[src/rtl/counter_mod.sv]
// counter_mod: parametrised modulo-N counter with synchronous load, count
// enable, terminal-count flag, one-cycle wrap pulse and sticky overflow.
// Cascade stages by driving the next stage's en from (tc & en).
//
// Parameters:
//   WIDTH    - counter width in bits (1..32)
//   MODULUS  - count range is 0..MODULUS-1 (2..2^WIDTH)
//   SATURATE - 0: wrap at a boundary, 1: hold at the boundary
//
// Ports:
//   clk      - single clock, rising edge
//   reset    - synchronous, active-high, highest priority
//   en       - count enable
//   load     - synchronous parallel load, priority over en
//   load_val - value to load (clamped to MODULUS-1)
//   up       - 1 counts up, 0 counts down (only with COUNTER_UPDOWN_EN)
//   clr_ovf  - clears the sticky overflow flag
//   out      - registered count
//   tc       - terminal count, combinational from out and up
//   wrap     - registered one-cycle pulse after a boundary event
//   ovf      - registered sticky overflow flag
//
// Configuration macro: COUNTER_UPDOWN_EN
//   defined   - up port present, down counting supported
//   undefined - up-only counter, no down-count logic

module counter_mod #(
    parameter int     WIDTH    = 8,
    parameter longint MODULUS  = 256,
    parameter int     SATURATE = 0
) (
    input  logic             clk,
    input  logic             reset,
    input  logic             en,
    input  logic             load,
    input  logic [WIDTH-1:0] load_val,
`ifdef COUNTER_UPDOWN_EN
    input  logic             up,
`endif
    input  logic             clr_ovf,
    output logic [WIDTH-1:0] out,
    output logic             tc,
    output logic             wrap,
    output logic             ovf
);

    // Terminal value held one bit wider so MODULUS = 2^WIDTH compares cleanly.
    localparam logic [WIDTH:0]   MAX_EXT = (WIDTH + 1)'(MODULUS - 1);
    localparam logic [WIDTH-1:0] MAX_OUT = MAX_EXT[WIDTH-1:0];

    logic [WIDTH:0]   cnt_ext;
    logic [WIDTH:0]   load_ext;
    logic             at_top;
    logic             at_bound;
    logic             boundary;
    logic [WIDTH-1:0] next_cnt;
    logic [WIDTH-1:0] load_clamped;

    assign cnt_ext  = {1'b0, out};
    assign load_ext = {1'b0, load_val};
    assign at_top   = (cnt_ext == MAX_EXT);

    // Out-of-range load values clamp to the terminal count.
    assign load_clamped = (load_ext > MAX_EXT) ? MAX_OUT : load_val;

`ifdef COUNTER_UPDOWN_EN
    logic at_zero;
    assign at_zero  = (out == '0);
    assign tc       = up ? at_top : at_zero;
    assign at_bound = up ? at_top : at_zero;

    always_comb begin
        next_cnt = out;
        if (up) begin
            if (at_top)
                next_cnt = (SATURATE != 0) ? out : '0;
            else
                next_cnt = out + WIDTH'(1);
        end else begin
            if (at_zero)
                next_cnt = (SATURATE != 0) ? out : MAX_OUT;
            else
                next_cnt = out - WIDTH'(1);
        end
    end
`else
    assign tc       = at_top;
    assign at_bound = at_top;

    // The increment only happens below the terminal value, so it can
    // never carry out of WIDTH bits.
    always_comb begin
        next_cnt = out;
        if (at_top)
            next_cnt = (SATURATE != 0) ? out : '0;
        else
            next_cnt = out + WIDTH'(1);
    end
`endif

    // A boundary event needs a real count edge; load suppresses it.
    assign boundary = en & ~load & at_bound;

    always_ff @(posedge clk) begin
        if (reset) begin
            out  <= '0;
            wrap <= 1'b0;
            ovf  <= 1'b0;
        end else begin
            wrap <= 1'b0;
            if (load) begin
                out <= load_clamped;
            end else if (en) begin
                out  <= next_cnt;
                wrap <= at_bound;
            end
            // Set beats clear when both land on the same edge.
            if (boundary)
                ovf <= 1'b1;
            else if (clr_ovf)
                ovf <= 1'b0;
        end
    end

endmodule

[config.mk]
export PLATFORM = sky130hd
export DESIGN_NAME = counter_mod
export DESIGN_NICKNAME = d
export VERILOG_FILES = /design/src/rtl/counter_mod.sv
export SDC_FILE = /design/constraint.sdc
export NUM_CORES = 1
export LEC_CHECK = 0
export ABC_AREA = 1
export CORE_UTILIZATION = 39
export CTS_BUF_LIST = sky130_fd_sc_hd__clkbuf_2 sky130_fd_sc_hd__clkbuf_4 sky130_fd_sc_hd__clkbuf_8
export CTS_CLUSTER_DIAMETER = 120
export DETAILED_ROUTE_END_ITERATION = 16
export GPL_TIMING_DRIVEN = 0
export PLACE_DENSITY = 0.76
export SYNTH_ARGS = -nofsm -noshare
export SYNTH_HDL_FRONTEND = slang
export SYNTH_SLANG_ARGS = --single-unit
export TNS_END_PERCENT = 1
[constraint.sdc]
create_clock -name clk -period 1.1 [get_ports clk]
set_input_delay 0.11 -clock clk [delete_from_list [all_inputs] [get_ports clk]]
set_output_delay 0.11 -clock clk [all_outputs]
set_load 0.03 [all_outputs]
==> flow_summary.toml <==
[final_layout]
final_cell_count_no_fill = 126
regArea_sq_um = 215.2
layout-drive-gt1-share = 0.3604
synthToLayoutAreaGrowth_pct = 55.30
diodes = 0
final_nets = 127
final_area_sq_um = 934.6
multi_input_area_sq_um = 376.6
nFillCells = 128

[clock_tree]
cts_root_buf = "clkbuf_4"
clock_latency_ns = 0.26
clock_sinks = 10
cts_tree = "done"
cts-htree-levels = 1
clk_pin_slew_ns = 0.06
cts_buffers = 3
clock_path_buffers = 2

[worst_setup_path]
cpPeakStageDelay_ns = 0.36
cpMostUsedCell = "nand2_4"
r2r_end = "out[0]$_SDFFE_PP0P_"
end_kind = "primary output"
crit_start = "out[0]$_SDFFE_PP0P_"
reg2reg_depth = 8
critPathTopFamily = "flip-flops"
rr_startpoint = "out[1]$_SDFFE_PP0P_"
cp_max_fo = 4
crit_cells = 6
slowest_stage = "dfxtp_4"
critPathBufInv = 2
critPathKind = "flop to primary output"
cp.arrival_ns = 1.16
r2r_slack_ns = 0.01
cp_cell_sequence = "ha_4 > nand2_4 > nor2_4 > nand2_4 > inv_2 > buf_6"
critPathRequiredTime_ns = 0.99
start_kind = "flop"

[synthesis]
ys_top_cells_by_area = "dfxtp_1 33%, nand2_1 14%, a22oi_1 6.2%"
async_reset_ff_frac = 0
ys_seq_area_frac = 0.3326
syn_nets = 97
synthTopCellsByCount = "22 x nand2_1, 10 x dfxtp_1, 9 x inv_1, 7 x nor2_1"
synth.most_common_cell = "nand2_1"
ys_warn_count = 0
synth-main-ff-cell = "dfxtp_1"
avgSynthCellArea_sq_um = 7.251
synth_top_area_cell = "dfxtp_1"
yosysTopAreaCellShare = 0.3326
ys_seq_elements = 10
synth.distinct_cells = 21
synth_area_sq_um = 601.8
syn_inst = 83
synth_edf_count = 0

[power]
p_total_uw = 869.1
p_leak_uw = 0.0004065
cellPowerDensity_nw_per_um2 = 929.9
irDropWorstVdd_v = 0.0006912

[routing]
drt_iter0_markers = 8
routed_wl_mm = 1.474
dr_total_vias = 653
drtAntennaViolNets = 0
wl_per_cell_microns = 11.70
via_per_inst = 5.183
remaining_drc_errors = 0
dr.pass1.iters = 4

[min_path]
min_to = "out[7]$_SDFFE_PP0P_"
hold_depth = 2
hp-start = "reset"
hp-class = "input pin to flop"

[global_route]
grt_pass1_vias = 570
grt_max_degree = 11
grt_remaining_overflow = 0
track_usage = 0.2207
grt_pass1_wl_mm = 2.352
antenna_found_initial = 0

[sta]
maxSlewHeadroom = 0.7978
fmax_mhz = 785.3
hold_violations = 0
period_share = 1.158
rsz0062_at_grt = "yes"
min_period_ns = 1.273
slew_viol_final = 0
max_slew.worst_pin.slew_ns = 0.3046
clock_skew_ns = 0.001803
holdWs_ns = 0.03417
setup_viol = 4
fin_ws_ns = -0.1734

[run_status]
outcome = "finished, violations left"
violations = "setup timing"

[place]
place_hpwl_microns = 994.8
place_area_sq_um = 860.8
io_buffers = 21
place.gp.congestion = 0.8421
place_ws_ns = -0.4865
placedCellCount = 119

[run]
drv_cap = 0

[die]
die_y_microns = 41.28
die-area_sq_um = 1704
io_pins = 24
core_sq_um = 1366
die_x_microns = 41.28
start_util = 0.4405
rows = 13
registers in the layout, summed over array words and instances, names as in the netlist:
register,cells
wrap,1
out,8
ovf,1
worst register-to-register path: stages (launching register included):
cell and delay [ns]:
dfxtp_4 0.35, ha_4 0.16, nand2_4 0.08, nor2_4 0.04, nand2_4 0.08, nand2_2 0.07
inv_2 0.08, nand2_1 0.05, a21oi_1 0.11
how the worst max path moves through the flow:
stage / to / slack, ns
CTS: tc / -0.23
global placement: tc / -0.48
global route: tc / -0.23
floorplan: out[7]$_SDFFE_PP0P_ / -0.04
detailed placement: tc / -0.49
finish: tc / -0.17
cell families (layout without fill, tap and decap cells):
family / after synthesis / after routing / synth area share
AND/OR/NAND/NOR: 43 / 43 / 0.3368
AO/OA/AOI/OAI: 15 / 15 / 0.1809
buffers and inverters: 12 / 40 / 0.09978
flip-flops: 10 / 10 / 0.3326
XOR/XNOR: 2 / 2 / 0.02911
adder cells (fa/ha/maj): 1 / 1 / 0.02079
layer usage:
metal,vias to the layer above,share of wire,wire length [microns],track usage
met4,0,0.0068,10,0.04839
met5,-,0,0,0
met2,21,0.48,704,0.3750
met1,298,0.44,653,0.2492
met3,2,0.071,105,0.1033
li1,332,-,-,-
layout by cell type, fill, tap and decap left out, drive strengths merged:
cell           Yosys  routed
nand2             25      25
nor2              11      11
clkdlybuf4s50      0      10
inv               10      10
dfxtp             10      10
clkdlybuf4s15      0       7
buf                2       7
nand3              5       5
a22oi              5       5
a21oi              5       5
clkbuf             0       4
nand3b             2       2
xor2               2       2
dlygate4sd2        0       2
o21bai             2       2
o32ai              1       1
a22o               1       1
a31oi              1       1
ha                 1       1
report_power, final:
group	switching, uW	internal [uW]	total (uW)
Sequential	25.3	382	407
Combinational	109	104	213
Clock	123	126	249
metrics by stage:
step / util / TNS, ns
after floorplan: - / -0.1782
after global placement: 0.6300 / -1.778
after global routing: 0.6841 / -1.039
final: 0.6841 / -0.3529
after detailed placement: 0.6300 / -1.917
after CTS: 0.6648 / -0.5008
cell type report:
cell class / instances / area share
buffer: 2 / 0.02410
multi-input combinational: 61 / 0.4029
tap: 15 / 0.02008
inverter: 10 / 0.04016
sequential: 10 / 0.2303
timing repair buffer: 25 / 0.2584
clock buffer: 3 / 0.02410
timing repair:
| action | in CTS | in global routing |
|---|---|---|
| buffers inserted | 2 | 2 |
| cloned | 0 | 0 |
| gates resized for setup | 31 | 7 |
| hold buffers | 0 | 0 |
| hold endpoints to repair | 0 | 0 |
| pin swaps | 1 | 2 |
| setup endpoints to repair | 17 | 14 |
No activity file was read; power rests on OpenSTA's default activity.
